### src/rtl/stack_pkg.sv
// stack_pkg: shared op encodings, FSM state type and default sizes for stack_arbiter
package stack_pkg;
    localparam logic OP_PUSH = 1'b0;
    localparam logic OP_POP = 1'b1;
    localparam int DEF_DATA_WIDTH = 16;
    localparam int DEF_NUM_REQ = 4;
    typedef enum logic [1:0] {IDLE, EXEC, RESP} state_t;
endpackage

### src/rtl/rr_arbiter.sv
// rr_arbiter: combinational round-robin pick of the first request at or after ptr
//   req       in   N   request vector
//   ptr       in   IW  highest-priority index
//   grant     out  N   one-hot winner (0 when no request)
//   grant_idx out  IW  winner index
module rr_arbiter #(
    parameter int N = 4,
    localparam int IW = $clog2(N)
) (
    input  logic [N-1:0]  req,
    input  logic [IW-1:0] ptr,
    output logic [N-1:0]  grant,
    output logic [IW-1:0] grant_idx
);
    // Scan from the farthest offset down so the nearest request to ptr is written last.
    always_comb begin
        grant = '0;
        grant_idx = '0;
        for (int k = N - 1; k >= 0; k--) begin
            if (req[(int'(ptr) + k) % N]) begin
                grant = N'(1) << ((int'(ptr) + k) % N);
                grant_idx = IW'((int'(ptr) + k) % N);
            end
        end
    end
endmodule

### src/rtl/stack_arbiter.sv
// stack_arbiter: round-robin serialiser of push/pop transactions onto one shared LIFO stack
//   req_valid/req_op/req_data/req_ready  per-requester transaction handshake
//   resp_valid/resp_ready/resp_id/resp_op/resp_data/resp_err  tagged response
//   stk_in/stk_wn/stk_rn  stack strobes; stk_top/stk_full/stk_empty  stack status
//   busy  high outside IDLE
module stack_arbiter
    import stack_pkg::*;
#(
    parameter int DATA_WIDTH = DEF_DATA_WIDTH,
    parameter int NUM_REQ = DEF_NUM_REQ,
    localparam int ID_WIDTH = $clog2(NUM_REQ)
) (
    input  logic                          clk,
    input  logic                          rst,
    input  logic [NUM_REQ-1:0]            req_valid,
    input  logic [NUM_REQ-1:0]            req_op,
    input  logic [NUM_REQ*DATA_WIDTH-1:0] req_data,
    output logic [NUM_REQ-1:0]            req_ready,
    output logic                          resp_valid,
    input  logic                          resp_ready,
    output logic [ID_WIDTH-1:0]           resp_id,
    output logic                          resp_op,
    output logic [DATA_WIDTH-1:0]         resp_data,
    output logic                          resp_err,
    output logic [DATA_WIDTH-1:0]         stk_in,
    output logic                          stk_wn,
    output logic                          stk_rn,
    input  logic [DATA_WIDTH-1:0]         stk_top,
    input  logic                          stk_full,
    input  logic                          stk_empty,
    output logic                          busy
);
    state_t state_q, state_d;
    logic [ID_WIDTH-1:0] rr_ptr_q, rr_ptr_d, id_q, id_d, grant_idx;
    logic [NUM_REQ-1:0] grant;
    logic op_q, op_d, err_q, err_d, exec, push_ok, pop_ok;
    logic [DATA_WIDTH-1:0] data_q, data_d, rdata_q, rdata_d;

    rr_arbiter #(.N(NUM_REQ)) u_rr (
        .req(req_valid),
        .ptr(rr_ptr_q),
        .grant(grant),
        .grant_idx(grant_idx)
    );

    // Strobes derive from the state flop so an async reset kills them immediately.
    assign exec = state_q == EXEC;
    assign push_ok = exec && op_q == OP_PUSH && !stk_full;
    assign pop_ok = exec && op_q == OP_POP && !stk_empty;
    assign stk_wn = push_ok;
    assign stk_rn = pop_ok;
    assign stk_in = push_ok ? data_q : '0;
    assign req_ready = (state_q == IDLE && !rst) ? grant : '0;
    assign resp_valid = state_q == RESP;
    assign busy = state_q != IDLE;
    assign resp_id = id_q;
    assign resp_op = op_q;
    assign resp_data = rdata_q;
    assign resp_err = err_q;

    always_comb begin
        state_d = state_q;
        rr_ptr_d = rr_ptr_q;
        id_d = id_q;
        op_d = op_q;
        data_d = data_q;
        err_d = err_q;
        rdata_d = rdata_q;
        if (state_q == IDLE && |req_valid) begin
            state_d = EXEC;
            rr_ptr_d = (grant_idx == ID_WIDTH'(NUM_REQ - 1)) ? '0 : grant_idx + 1'b1;
            id_d = grant_idx;
            op_d = req_op[grant_idx];
            data_d = req_data[grant_idx*DATA_WIDTH +: DATA_WIDTH];
        end else if (exec) begin
            state_d = RESP;
            err_d = op_q == OP_POP ? stk_empty : stk_full;
            rdata_d = pop_ok ? stk_top : '0;
        end else if (state_q == RESP && resp_ready) begin
            state_d = IDLE;
        end
    end

    always_ff @(posedge clk or posedge rst) begin
        if (rst) begin
            state_q <= IDLE;
            rr_ptr_q <= '0;
            id_q <= '0;
            op_q <= 1'b0;
            data_q <= '0;
            err_q <= 1'b0;
            rdata_q <= '0;
        end else begin
            state_q <= state_d;
            rr_ptr_q <= rr_ptr_d;
            id_q <= id_d;
            op_q <= op_d;
            data_q <= data_d;
            err_q <= err_d;
            rdata_q <= rdata_d;
        end
    end
endmodule

### config.mk
export PLATFORM = sky130hd
export DESIGN_NAME = stack_arbiter
export DESIGN_NICKNAME = d
export VERILOG_FILES = /design/src/rtl/stack_pkg.sv /design/src/rtl/rr_arbiter.sv /design/src/rtl/stack_arbiter.sv
export SDC_FILE = /design/constraint.sdc
export NUM_CORES = 1
export LEC_CHECK = 0
export BUFFER_PORTS_ARGS = -buffer_cell sky130_fd_sc_hd__buf_2
export CAP_MARGIN = 20
export CORE_MARGIN = 3
export CORE_UTILIZATION = 52
export DETAILED_ROUTE_END_ITERATION = 7
export PLACE_DENSITY = 0.87
export SETUP_SLACK_MARGIN = 0.15
export SYNTH_ARGS = -nofsm -noshare
export SYNTH_HDL_FRONTEND = slang
export SYNTH_SLANG_ARGS = --single-unit
### constraint.sdc
create_clock -name clk -period 6.3 [get_ports clk]
set_input_delay 0.315 -clock clk [delete_from_list [all_inputs] [get_ports clk]]
set_output_delay 0.315 -clock clk [all_outputs]
set_load 0.1 [all_outputs]
Word-level counts from Yosys, hierarchy flattened:

Index checks and enable logic that the tools add are counted.

* flip-flop bits (word level): 40
* latch bits: 0
* RAM bits: 0
* bits in read-only memories: 0
* input port bits: 93
* word-level logic and storage cells: 76
* memories: 0

* add/sub/neg operators: 4
* multipliers: 0
* div/mod/pow operators: 0
* order comparisons: 5
* equality and inequality tests: 3
* shift operators: 5
* muxes and demuxes: 29
* bitwise logic cells: 5
* reduce and logical (&&, ||, !) cells: 18

Operators by type and width (number)
* 1-bit by 32-bit left shift with 4-bit output, first input constant: 3
* 64-bit by 7-bit variable part select with 16-bit output: 1
* 16-bit two-way mux: 2
* 4-bit two-way mux: 5
* 2-bit two-way mux: 8
* 3-bit by 4-bit less-than comparator with 1-bit output, second input constant: 3
* 1-bit binary-select mux with 2-bit select: 5
* 1-bit two-way mux: 9
* 1-bit logical AND: 7
* 2-bit by 3-bit less-than comparator with 1-bit output, second input constant: 2
* 2-bit OR reduction: 3
* 2-bit by 1-bit adder with 2-bit output, second input constant: 2
* 2-bit adder, second input constant: 2
* 2-bit == test, second input constant: 2
* 4-bit OR reduction: 1
* 1-bit by 2-bit left shift with 4-bit output, first input constant: 1
* 1-bit AND, first input constant: 3
* 1-bit zero test: 3
* 3-bit nonzero test: 1
* 2-bit by 1-bit == test with 1-bit output, second input constant: 1
* 2-bit zero test: 1
* 1-bit NOT: 2
* 2-bit AND reduction: 1
* 2-bit nonzero test: 1

Logic depth before layout (Yosys ltp):

Gate-level depths: netlist (run 1).

* word-level depth: 12
* gate-level depth with buffers: 11
* depth with buffers taken out: 7

Cells and area by module:

Synthesis (run 1) repeated with hierarchy kept, for this count alone.

* cell total of the unflattened synthesis: 202
* area total of the unflattened synthesis: 2663.8 sq um

By module, submodules not included
* stack_arbiter: times used 1, cells each 142, area an instance 2173.3 sq um, sequential area each 1001.0 sq um
* rr_arbiter: times used 1, cells each 60, area an instance 490.5 sq um, sequential area each 0.0 sq um

Worst setup path before layout (run 1):

OpenSTA, ideal clock, no wires.

* path kind: register to output
* start point: register rr_ptr_q[0]
* end point: output port req_ready[0]
* arrival: 3416 ps
* data required time: 5985 ps
* setup slack: 2569 ps
* stages on the path, launching flop included: 9
* buffers on the path: 1
* path through: dfrtp_1 > buf_6 > inv_1 > ha_1 > mux4_2 > nor2b_1 > a221oi_1 > a211o_1 > a21oi_1

* longest elaborated chain between the ends: 9
* elaborated cells on any way between the ends: 29
* those cells by class: add/sub: 3; shift: 4; mux: 16; bitwise: 3; reduce/logical: 3

Ends and longest elaborated chain
* start, declared: line stack_arbiter.sv:34 `logic [ID_WIDTH-1:0] rr_ptr_q, rr_ptr_d, id_q, id_d, grant_idx;`
* start signal, assigned: line stack_arbiter.sv:95 `rr_ptr_q <= rr_ptr_d;`
* 2-bit adder: line rr_arbiter.sv:20, rr_arbiter.sv:21
* 1-bit binary-select mux with 2-bit select / 2-bit OR reduction (equally long branches)
* 1-bit two-way mux (implied by the code) / 1-bit AND (equally long branches)
* 1-bit two-way mux (implied by the code) / 1-bit by 32-bit left shift with 4-bit output (equally long branches): line rr_arbiter.sv:20, rr_arbiter.sv:21
* 4-bit two-way mux (3 in a row): line rr_arbiter.sv:20 `if (req[(int'(ptr) + k) % N]) begin`
* 4-bit two-way mux *: line rr_arbiter.sv:20
* 4-bit two-way mux *: line stack_arbiter.sv:53 `assign req_ready = (state_q == IDLE && !rst) ? grant : '0;`
* end, declared: line stack_arbiter.sv:18 `output logic [NUM_REQ-1:0] req_ready,`

Every way passes the cells marked *; elsewhere a longest branch is shown, timed or not. The select of a mux whose other input is x is not followed.

Final worst setup path (run 1):

* start point: register rr_ptr_q[0]
* end point: register data_q[15]

* longest elaborated chain between the ends: 9
* elaborated cells on any way between the ends: 19
* those cells by class: add/sub: 3; shift: 1; mux: 15

Ends and longest elaborated chain
* 2-bit adder: line rr_arbiter.sv:20, rr_arbiter.sv:22
* 1-bit binary-select mux with 2-bit select: line rr_arbiter.sv:20
* 1-bit two-way mux (implied by the code) (2 in a row): line rr_arbiter.sv:20
* 2-bit two-way mux (3 in a row): line rr_arbiter.sv:20
* 2-bit two-way mux *: line rr_arbiter.sv:20
* 64-bit by 7-bit variable part select with 16-bit output *: line stack_arbiter.sv:74 `data_d = req_data[grant_idx*DATA_WIDTH +: DATA_WIDTH];`
* end signal, assigned: line stack_arbiter.sv:98 `data_q <= data_d;`
* end, declared: line stack_arbiter.sv:37 `logic [DATA_WIDTH-1:0] data_q, data_d, rdata_q, rdata_d;`

Marks and branches as above.
A chain may end at the register's enable or synchronous reset.

==> results of run 1 <==
[power groups by stage]
stage	sequential, uW	clock (uW)	combinational, uW
3_3_place_gp	452	0	1580
5_1_grt	471	232	1810
2_1_floorplan	776	0	1100
6_report	454	220	1700
4_1_cts	455	220	1630
3_5_place_dp	460	0	1630
[layout by cell type, fill, tap and decap left out, types with 10 or more instances in the layout]
master	count
buf_2	136
inv_1	42
dfrtp_1	40
nand2_1	39
o2111ai_1	34
mux2i_1	22
nor2_1	20
and2_1	17
a22o_1	16
a311oi_2	10
[state kept, by name, indices dropped and copies added (netlist names)]
register   count
data_q        16
resp_data     16
resp_id        2
rr_ptr_q       2
state_q        2
resp_err       1
resp_op        1
[worst reg2reg max path, stage by stage, from the launching register on]
cell      delay [ns]
dfrtp_1         0.70
inv_1           0.28
ha_1            0.42
mux4_2          0.45
a31o_2          0.48
o21ai_1         0.25
and2_1          0.73
a311oi_2        0.21
[final cells by class]
type | count | area share
Clock buffer | 5 | 0.0179
Tap cell | 72 | 0.0234
Timing Repair Buffer | 142 | 0.199
Clock inverter | 3 | 0.0120
Sequential cell | 40 | 0.260
Multi-Input combinational cell | 219 | 0.446
Inverter | 43 | 0.0419
[synth_stat cells (3+ instances only)]
cell / count / area [um2]
a22o_1: 16 / 140
a221oi_1: 4 / 35.0
buf_6: 4 / 45.0
a21oi_1: 6 / 30.0
a311oi_1: 7 / 61.3
and2_1: 17 / 106
nand2_1: 39 / 146
clkbuf_1: 21 / 78.8
a211o_1: 4 / 35.0
nor2_1: 22 / 82.6
a311oi_2: 10 / 150
mux4_2: 3 / 67.6
buf_2: 6 / 30.0
inv_1: 43 / 161
ha_1: 7 / 87.6
o2111ai_1: 34 / 298
dfrtp_1: 40 / 1000
mux2i_1: 22 / 220
o21ai_0: 3 / 15.0
[layer usage]
layer | wire length, um | GRT usage | vias up
met2 | 4070 | 0.377 | 165
met3 | 654 | 0.0260 | 11
met5 | 0 | 0 | -
met4 | 112 | 0.0565 | 0
li1 | - | - | 1456
met1 | 3520 | 0.323 | 1450
[cell families after synthesis]
| logic type | after synthesis | synth area share |
|---|---|---|
| fa+ha+maj | 7 | 0.0290 |
| buf+inv | 75 | 0.111 |
| simple gates | 92 | 0.145 |
| compound gates | 94 | 0.279 |
| mux | 26 | 0.104 |
| flops | 40 | 0.332 |
[stage by stage]
step	std cells	hold WS (ns)	total power [uW]
final	524	0.138	2370
after global routing	524	0.180	2510
after CTS	521	0.154	2310
after detailed placement	513	0.469	2080
after global placement	513	0.458	2040
after floorplan	334	0.448	1870
[worst max path at each step]
stage	from	end	cells past startpoint
after global routing	rr_ptr_q[0]$_DFFE_PP0P_	data_q[4]$_DFFE_PP0P_	7
after CTS	rr_ptr_q[0]$_DFFE_PP0P_	resp_op$_DFFE_PP0P_	7
after detailed placement	rr_ptr_q[0]$_DFFE_PP0P_	resp_op$_DFFE_PP0P_	7
final	rr_ptr_q[0]$_DFFE_PP0P_	data_q[15]$_DFFE_PP0P_	7
after floorplan	rr_ptr_q[0]$_DFFE_PP0P_	req_ready[0]	8
after global placement	rr_ptr_q[0]$_DFFE_PP0P_	data_q[4]$_DFFE_PP0P_	7
==> flow_metrics.env, run 1 <==
export IMPL_grt_pass1_wl_um=12400
export IMPL_crit_type="reg -> reg"
export IMPL_drt_initial_drc_count=128
export IMPL_synthFlopType="dfrtp_1"
export IMPL_cts_root_buf="clkbuf_8"
export IMPL_critPathTopFamily="compound AO/OA/AOI/OAI gates"
export IMPL_finalCoreUtilization=0.690
export IMPL_coreArea_mm2=0.00557
export IMPL_pwr_share_comb=0.715
export IMPL_swShare=0.582
export IMPL_port_buffers=136
export IMPL_cts_tree="yes"
export IMPL_fin_ws_ns=2.61
export IMPL_synth_cell_types=41
export IMPL_cts_buffers=5
export IMPL_die_height_um=82.2
export IMPL_reg2regPathDepth=7
export IMPL_antenna_found_initial=0
export IMPL_synth_edff_count=0
export IMPL_syn_area_per_cell_um2=9.04
export IMPL_p_seq_frac=0.192
export IMPL_yosys_register_bits=40
export IMPL_peakVddDrop_mv=0.401
export IMPL_postRouteAntennaNets=0
export IMPL_rows=27
export IMPL_critPathRequiredTime_ns=6.43
export IMPL_power_leakage_uw=0.00199
export IMPL_clkSlewWorstSetupHoldPaths_ns=0.09
export IMPL_gp_congestion=0.873
export IMPL_seqCellArea_mm2=0.00100
export IMPL_period_share=0.585
export IMPL_final_layout_size_suffix_gt1_frac=0.378
export IMPL_grt_max_degree=60
export IMPL_fin_area_mm2=0.00385
export IMPL_clkPwrFrac=0.093
export IMPL_route_detailed_drc=0
export IMPL_worst_setup_path_end_kind="register"
export IMPL_multi_input_area_mm2=0.00172
export IMPL_viasPerCell=5.88
export IMPL_io_pins=137
export IMPL_cp_start_kind="register"
export IMPL_die_w_um=82.2
export IMPL_critPathBufInv=1
export IMPL_powerDensity_mw_per_mm2=616
export IMPL_first_global_vias=2673
export IMPL_place_area_mm2=0.00367
export IMPL_pre_cts_ws_ns=2.64
export IMPL_synth_seq_area_share=0.332
export IMPL_cts_htree_levels=2
export IMPL_postCtsHoldBufs=0
export IMPL_layout_nets=551
export IMPL_yosys_warnings=0
export IMPL_tightest_slew_ns=1.04
export IMPL_r2r_setup_slack_ns=2.61
export IMPL_max_slew_margin=0.303
export IMPL_fmax_mhz=271
export IMPL_synth_async_reset_ratio=1.00
export IMPL_setup_tns_ns=0
export IMPL_finalSetupViolCount=0
export IMPL_synthToLayoutAreaGrowth_pct=27.5
export IMPL_regToRegStartpoint="rr_ptr_q[0]$_DFFE_PP0P_"
export IMPL_drt_first_pass_iters=5
export IMPL_nFillCells=434
export IMPL_p_sw_uw=1380
export IMPL_overflow=0
export IMPL_cp_arrival_ns=3.82
export IMPL_r2r_end="data_q[15]$_DFFE_PP0P_"
export IMPL_drv_cap=0
export IMPL_routed_wl_um=8350
export IMPL_syn_nets=434
export IMPL_critPathMaxFanout=36
export IMPL_synthCells=334
export IMPL_slew_viol_final=0
export IMPL_cts_setup_buffers=0
export IMPL_ctsResizeCount=0
export IMPL_die_area_mm2=0.00675
export IMPL_crit_path_top_delay_cell="and2_1"
export IMPL_finalClockSkew_ns=0.00744
export IMPL_clockBufferDepth=2
export IMPL_path_cells="inv_1, ha_1, mux4_2, a31o_2, o21ai_1, and2_1, a311oi_2"
export IMPL_clkSinkCount=40
export IMPL_status="finished, final reports clean"
export IMPL_rsz0062_at_grt="false"
export IMPL_cp_slowest_stage_delay_ns=0.73
export IMPL_start_util=0.541
export IMPL_wl_per_cell_um=15.9
export IMPL_vias=3082
export IMPL_hold_viol=0
export IMPL_n_antenna_cell=0
export IMPL_hold_class="in -> async"
export IMPL_dp_hpwl_um=5970
export IMPL_period_needed_ns=3.69
export IMPL_syn_area_mm2=0.00302
export IMPL_grt_total_usage=0.230
export IMPL_clkLatencyLatePin_ns=0.29
export IMPL_internal_power_uw=992
Power figures use the tool's default switching activity.
==> run 2: changes to the inputs <==
--- a/config.mk
+++ b/config.mk
@@ -5,12 +5,13 @@
 export SDC_FILE = /design/constraint.sdc
 export NUM_CORES = 1
 export LEC_CHECK = 0
+export ABC_AREA = 1
 export BUFFER_PORTS_ARGS = -buffer_cell sky130_fd_sc_hd__buf_2
 export CAP_MARGIN = 20
 export CORE_MARGIN = 3
-export CORE_UTILIZATION = 52
+export CORE_UTILIZATION = 47
 export DETAILED_ROUTE_END_ITERATION = 7
-export PLACE_DENSITY = 0.87
+export PLACE_DENSITY = 0.81
 export SETUP_SLACK_MARGIN = 0.15
 export SYNTH_ARGS = -nofsm -noshare
 export SYNTH_HDL_FRONTEND = slang
==> constraint.sdc (replaced) <==
create_clock -name clk -period 3.6 [get_ports clk]
set_input_delay 0.18 -clock clk [delete_from_list [all_inputs] [get_ports clk]]
set_output_delay 0.18 -clock clk [all_outputs]
set_load 0.1 [all_outputs]
==> flow_metrics.env, run 2 <==
export IMPL_synthCells=434
export IMPL_peakVddDrop_mv=0.221
export IMPL_cts_htree_levels=2
export IMPL_syn_area_mm2=0.00294
export IMPL_synthFlopType="dfrtp_1"
export IMPL_syn_area_per_cell_um2=6.78
export IMPL_hold_class="in -> async"
export IMPL_grt_use_met2=0.356
export IMPL_cts_buffers=5
export IMPL_setup_worst_path_end="req_ready[2]"
export IMPL_hold_viol=0
export IMPL_synth_compound_area_share=0.0897
export IMPL_viasPerCell=4.86
export IMPL_yosys_warnings=0
export IMPL_layout_nets=661
export IMPL_pre_cts_ws_ns=0.846
export IMPL_synth_top_cell_by_area="dfrtp_1"
export IMPL_overflow=0
export IMPL_antenna_found_initial=0
export IMPL_coreArea_mm2=0.00599
export IMPL_cpMostUsedCell="nand2_1"
export IMPL_start_util=0.491
export IMPL_drv_cap=0
export IMPL_cts_root_buf="clkbuf_8"
export IMPL_clockBufferDepth=2
export IMPL_synth_cell_types=29
export IMPL_worst_setup_path_end_kind="primary output"
export IMPL_gp_congestion=0.846
export IMPL_r2r_end="resp_op$_DFFE_PP0P_"
export IMPL_yosys_area_share_simple=0.385
export IMPL_final_layout_size_suffix_gt1_frac=0.303
export IMPL_place_inst=629
export IMPL_yosys_area_share_adder=0.0298
export IMPL_nFillCells=559
export IMPL_die_height_um=85.1
export IMPL_postRouteAntennaNets=0
export IMPL_critPathMaxFanout=13
export IMPL_finalCoreUtilization=0.629
export IMPL_seqCellArea_mm2=0.00100
export IMPL_max_slew_margin=0.576
export IMPL_n_antenna_cell=0
export IMPL_synthMuxAreaShare=0.00340
export IMPL_wl_per_cell_um=12.1
export IMPL_crit_type="reg -> out"
export IMPL_synth_top_family_by_area="simple AND/OR/NAND/NOR gates"
export IMPL_cp_slowest_stage_delay_ns=0.65
export IMPL_mostFrequentLayoutCell="buf_2"
export IMPL_met3_usage=0.0272
export IMPL_rows=28
export IMPL_crit_path_top_delay_cell="dfrtp_1"
export IMPL_slew_viol_final=0
export IMPL_status="finished, final reports clean"
export IMPL_instances_no_fill=636
export IMPL_r2r_setup_slack_ns=0.82
export IMPL_synth_common_cells="125 x nand2_1, 81 x inv_1, 59 x nand3_1"
export IMPL_drt_initial_drc_count=150
export IMPL_synth_most_common_cell="nand2_1"
export IMPL_route_detailed_drc=0
export IMPL_cp_arrival_ns=2.65
export IMPL_clkSinkCount=40
export IMPL_port_buffers=136
export IMPL_startpoint="rr_ptr_q[0]$_DFFE_PP0P_"
export IMPL_reg2regPathDepth=15
export IMPL_multi_input_area_mm2=0.00151
export IMPL_cts_tree="yes"
export IMPL_clkLatencyLatePin_ns=0.28
export IMPL_die_w_um=85.1
export IMPL_syn_nets=534
export IMPL_postCtsHoldBufs=0
export IMPL_synth_xor_area_frac=0
export IMPL_power_leakage_uw=0.00235
export IMPL_powerDensity_mw_per_mm2=335
export IMPL_synthToLayoutAreaGrowth_pct=28.1
export IMPL_synth_edff_count=0
export IMPL_period_share=0.786
export IMPL_synth_top_area_frac=0.340
export IMPL_yosys_register_bits=40
export IMPL_place_area_mm2=0.00364
export IMPL_grt_max_degree=41
export IMPL_fin_area_mm2=0.00377
export IMPL_io_pins=137
export IMPL_fin_ws_ns=0.772
export IMPL_grt_total_usage=0.212
export IMPL_finalSetupViolCount=0
export IMPL_die_area_mm2=0.00725
export IMPL_yosys_top_cells_area="dfrtp_1 34%, nand2_1 16%, inv_1 10%, nand3_1 10%, a22o_1 4.8%"
export IMPL_path_cells="inv_4, ha_1, inv_1, nand2_1, nand2_1, nand2_2, nor3_1, a21oi_1, a31oi_1, buf_2"
export IMPL_critPathRequiredTime_ns=3.42
export IMPL_p_total_uw=1260
export IMPL_synth_seq_area_share=0.340
export IMPL_routed_wl_um=7720
export IMPL_fmax_mhz=354
export IMPL_cts_setup_buffers=0
export IMPL_regToRegStartpoint="rr_ptr_q[0]$_DFFE_PP0P_"
export IMPL_rsz0062_at_grt="false"
export IMPL_tightest_slew_ns=0.635
export IMPL_layout_common_cells="136 x buf_2, 125 x nand2_1, 80 x inv_1"
export IMPL_met1_usage=0.293
export IMPL_finalClockSkew_ns=0.00392
export IMPL_drt_first_pass_iters=4
export IMPL_dp_hpwl_um=5760
export IMPL_period_needed_ns=2.83
export IMPL_vias=3089
export IMPL_synth_async_reset_ratio=1.00
export IMPL_grt_busiest_layer="met2"
export IMPL_clkSlewWorstSetupHoldPaths_ns=0.07
export IMPL_cp_start_kind="register"
export IMPL_ctsResizeCount=0
export IMPL_grt_pass1_wl_um=12900
export IMPL_first_global_vias=2854
==> run 2: power breakdown <==
group          leakage, uW  internal (uW)  switching, uW
logic              0.00181            119            241
registers         0.000475            471           14.2
clock network    0.0000642            273            147
==> run 2: area by class of cell <==
class	count	area share
clock buffer	5	0.0182
clock inverter	2	0.0159
inverter	87	0.0879
tap	75	0.0249
timing repair buffer	139	0.186
multi-input combinational	288	0.401
sequential	40	0.265
==> run 2: metal layers <==
metal,vias up,routed length (um),part of all wire
li1,1607,-,-
met1,1349,3520,0.46
met2,129,3570,0.46
met3,4,585,0.076
met4,0,54,0.0070
met5,-,0,0
==> run 2: cells by family (layout without fill, tap and decap cells) <==
group / after synthesis / count (layout)
AND/OR/NAND/NOR: 243 / 243
buffers and inverters: 106 / 233
flip-flops: 40 / 40
AO/OA/AOI/OAI: 37 / 37
adder cells (fa/ha/maj): 7 / 7
multiplexers: 1 / 1
==> run 2: critical path, delay by kind of cell, from the launching register on <==
family	cells	cell delay, ns
compound gates	2	0.24
fa+ha+maj	1	0.36
buf+inv	3	0.68
flops	1	0.65
simple gates	4	0.43
==> run 2: worst min path at each step <==
| stage | start | endpoint | slack (ns) | depth (start not counted) |
|---|---|---|---|---|
| final | rst | resp_data[9]$_DFFE_PP0P_ | 0.01 | 3 |
| after global routing | rst | data_q[10]$_DFFE_PP0P_ | 0.06 | 3 |
| after CTS | rst | resp_data[12]$_DFFE_PP0P_ | 0.02 | 3 |
| after detailed placement | rst | resp_data[9]$_DFFE_PP0P_ | 0.33 | 3 |
| after global placement | rst | resp_data[10]$_DFFE_PP0P_ | 0.33 | 3 |
| after floorplan | resp_ready | state_q[1]$_DFFE_PP0P_ | 0.29 | 1 |
==> run 2: metrics by stage <==
stage | setup TNS, ns | hold WS, ns
finish | 0 | 0.0100
global route | 0 | 0.0570
CTS | 0 | 0.0210
detailed placement | 0 | 0.330
global placement | 0 | 0.331
floorplan | -1.17 | 0.288
==> run 3: changes to the inputs <==
--- a/config.mk
+++ b/config.mk
@@ -5,13 +5,13 @@
 export SDC_FILE = /design/constraint.sdc
 export NUM_CORES = 1
 export LEC_CHECK = 0
-export ABC_AREA = 1
+export ABC_AREA = 0
 export BUFFER_PORTS_ARGS = -buffer_cell sky130_fd_sc_hd__buf_2
 export CAP_MARGIN = 20
 export CORE_MARGIN = 3
-export CORE_UTILIZATION = 47
+export CORE_UTILIZATION = 43
 export DETAILED_ROUTE_END_ITERATION = 7
-export PLACE_DENSITY = 0.81
+export PLACE_DENSITY = 0.77
 export SETUP_SLACK_MARGIN = 0.15
 export SYNTH_ARGS = -nofsm -noshare
 export SYNTH_HDL_FRONTEND = slang
==> constraint.sdc (replaced) <==
create_clock -name clk -period 2.5 [get_ports clk]
set_input_delay 0.125 -clock clk [delete_from_list [all_inputs] [get_ports clk]]
set_output_delay 0.125 -clock clk [all_outputs]
set_load 0.1 [all_outputs]
==> flow_metrics.env, run 3 (synthesis gave the netlist of run 1 again) <==
export IMPL_status="finished with violations"
export IMPL_violations="setup timing"
export IMPL_p_sw_uw=3790
export IMPL_port_buffers=136
export IMPL_cts_tree="yes"
export IMPL_fin_ws_ns=-0.0601
export IMPL_drt_first_pass_iters=4
export IMPL_gp_congestion=0.818
export IMPL_powerDensity_mw_per_mm2=1540
export IMPL_cp_slowest_stage_delay_ns=0.50
export IMPL_hold_class="in -> async"
export IMPL_clkSlewWorstSetupHoldPaths_ns=0.08
export IMPL_dp_hpwl_um=6450
export IMPL_mostFrequentLayoutCell="buf_2"
export IMPL_hold_viol=0
export IMPL_layout_common_cells="120 x buf_2, 41 x inv_1, 39 x nand2_1"
export IMPL_finalCoreUtilization=0.683
export IMPL_p_seq_frac=0.162
export IMPL_final_layout_size_suffix_gt1_frac=0.479
export IMPL_holdWs_ns=0.00869
export IMPL_power_leakage_uw=0.00219
export IMPL_postRouteAntennaNets=0
export IMPL_n_antenna_cell=0
export IMPL_period_needed_ns=2.56
export IMPL_rows=29
export IMPL_clkPwrFrac=0.078
export IMPL_pre_cts_ws_ns=0.0589
export IMPL_critPathMaxFanout=4
export IMPL_crit_type="reg -> out"
export IMPL_internal_power_uw=3140
export IMPL_grt_total_usage=0.220
export IMPL_max_slew_margin=0.435
export IMPL_first_global_vias=3187
export IMPL_coreArea_mm2=0.00657
export IMPL_cp_start_kind="register"
export IMPL_rsz0062_at_grt="true"
export IMPL_cts_root_buf="clkbuf_8"
export IMPL_peakVddDrop_mv=0.976
export IMPL_cts_buffers=5
export IMPL_synthToLayoutAreaGrowth_pct=48.6
export IMPL_crit_path_top_delay_cell="mux4_2"
export IMPL_path_cells="clkinvlp_4, ha_4, mux4_2, nor2b_4, a221oi_2, a211o_1, a21oi_4, buf_12"
export IMPL_start_util=0.460
export IMPL_fmax_mhz=391
export IMPL_io_pins=137
export IMPL_overflow=0
export IMPL_antenna_found_initial=0
export IMPL_vias=3138
export IMPL_worst_setup_path_end_kind="primary output"
export IMPL_cp_arrival_ns=2.44
export IMPL_wl_per_cell_um=15.8
export IMPL_grt_max_degree=60
export IMPL_die_w_um=89.8
export IMPL_drt_initial_drc_count=108
export IMPL_layout_nets=573
export IMPL_finalClockSkew_ns=0.00779
export IMPL_die_height_um=89.8
export IMPL_clkLatencyLatePin_ns=0.29
export IMPL_cts_htree_levels=2
export IMPL_grt_pass1_wl_um=15200
export IMPL_setup_tns_ns=-0.200
export IMPL_drv_cap=0
export IMPL_tightest_slew_ns=0.847
export IMPL_swShare=0.547
export IMPL_instances_no_fill=567
export IMPL_period_share=1.02
export IMPL_die_area_mm2=0.00806
export IMPL_place_inst=552
export IMPL_clockBufferDepth=2
export IMPL_pwr_share_comb=0.760
export IMPL_routed_wl_um=8960
export IMPL_route_detailed_drc=0
export IMPL_viasPerCell=5.53
export IMPL_critPathRequiredTime_ns=2.38
export IMPL_clkSinkCount=40
export IMPL_finalSetupViolCount=4
export IMPL_slew_viol_final=0
==> run 3: cell count changes in the layout (fill, tap and decap cells not counted), moves of 16 or more <==
| cell | previous run | this run |
|---|---|---|
| mux2i_1 | 1 | 22 |
| nand3b_1 | 17 | 0 |
| nand3_1 | 59 | 0 |
| buf_2 | 136 | 120 |
| inv_1 | 80 | 41 |
| nand2_1 | 125 | 39 |
| o2111ai_1 | 0 | 34 |
| buf_12 | 0 | 20 |
| buf_4 | 3 | 19 |
==> run 3: area by class of cell <==
cell class,instances,area (um2)
tap,93,116
clock buffer,5,68.8
fill,543,2080
sequential,40,1000
timing repair buffer,164,1200
inverter,43,165
clock inverter,3,47.5
multi-input combinational,219,1880
==> run 3: power by group through the flow <==
stage                     clock network [uW]  registers [uW]  logic, uW
after floorplan                            0            1960       3010
after global placement                     0            1120       4720
after detailed placement                   0            1130       4820
after CTS                                560            1120       5130
after global routing                     590            1160       5580
final                                    541            1120       5260
==> run 3: routing by layer <==
metal  vias to the layer above  global-route usage  part of all wire
met1                      1524               0.281              0.42
met3                         9              0.0384             0.060
met2                       109               0.395              0.51
li1                       1496                   -                 -
met5                         -                   0                 0
met4                         0              0.0421            0.0088
==> run 3: worst paths after layout <==
kind	cells past startpoint	start	endpoint	slack [ns]
worst max-delay path	8	rr_ptr_q[0]$_DFFE_PP0P_	req_ready[3]	-0.06
worst min-delay path	2	rst	resp_data[7]$_DFFE_PP0P_	0.009
worst max register to register	9	rr_ptr_q[0]$_DFFE_PP0P_	data_q[12]$_DFFE_PP0P_	0.05
worst min register to register	2	resp_err$_DFFE_PP0P_	resp_err$_DFFE_PP0P_	0.49
max in group asynchronous	2	rst	resp_op$_DFFE_PP0P_	1.90
min in group clk	2	stk_top[0]	resp_data[0]$_DFFE_PP0P_	0.04
==> run 3: what timing repair did <==
| item | in CTS | in global routing |
|---|---|---|
| endpoints found under the setup margin | 22 | 23 |
| pin swaps | 16 | 11 |
| hold buffers | 0 | 0 |
| setup buffers | 4 | 1 |
| cloned | 2 | 0 |
| gates resized for setup | 16 | 6 |
==> run 3: stage by stage <==
stage / total power [uW] / instance area (um2)
3_3_place_gp: 5840 / 4230
2_1_floorplan: 4970 / 3150
5_1_grt: 7330 / 4490
3_5_place_dp: 5960 / 4230
6_report: 6930 / 4490
4_1_cts: 6810 / 4450
==> run 3: critical path, delay by kind of cell, from the launching register on <==
family / cells / cell delay [ns]
mux: 1 / 0.50
compound gates: 3 / 0.46
flops: 1 / 0.42
buf+inv: 2 / 0.30
fa+ha+maj: 1 / 0.29
simple gates: 1 / 0.17
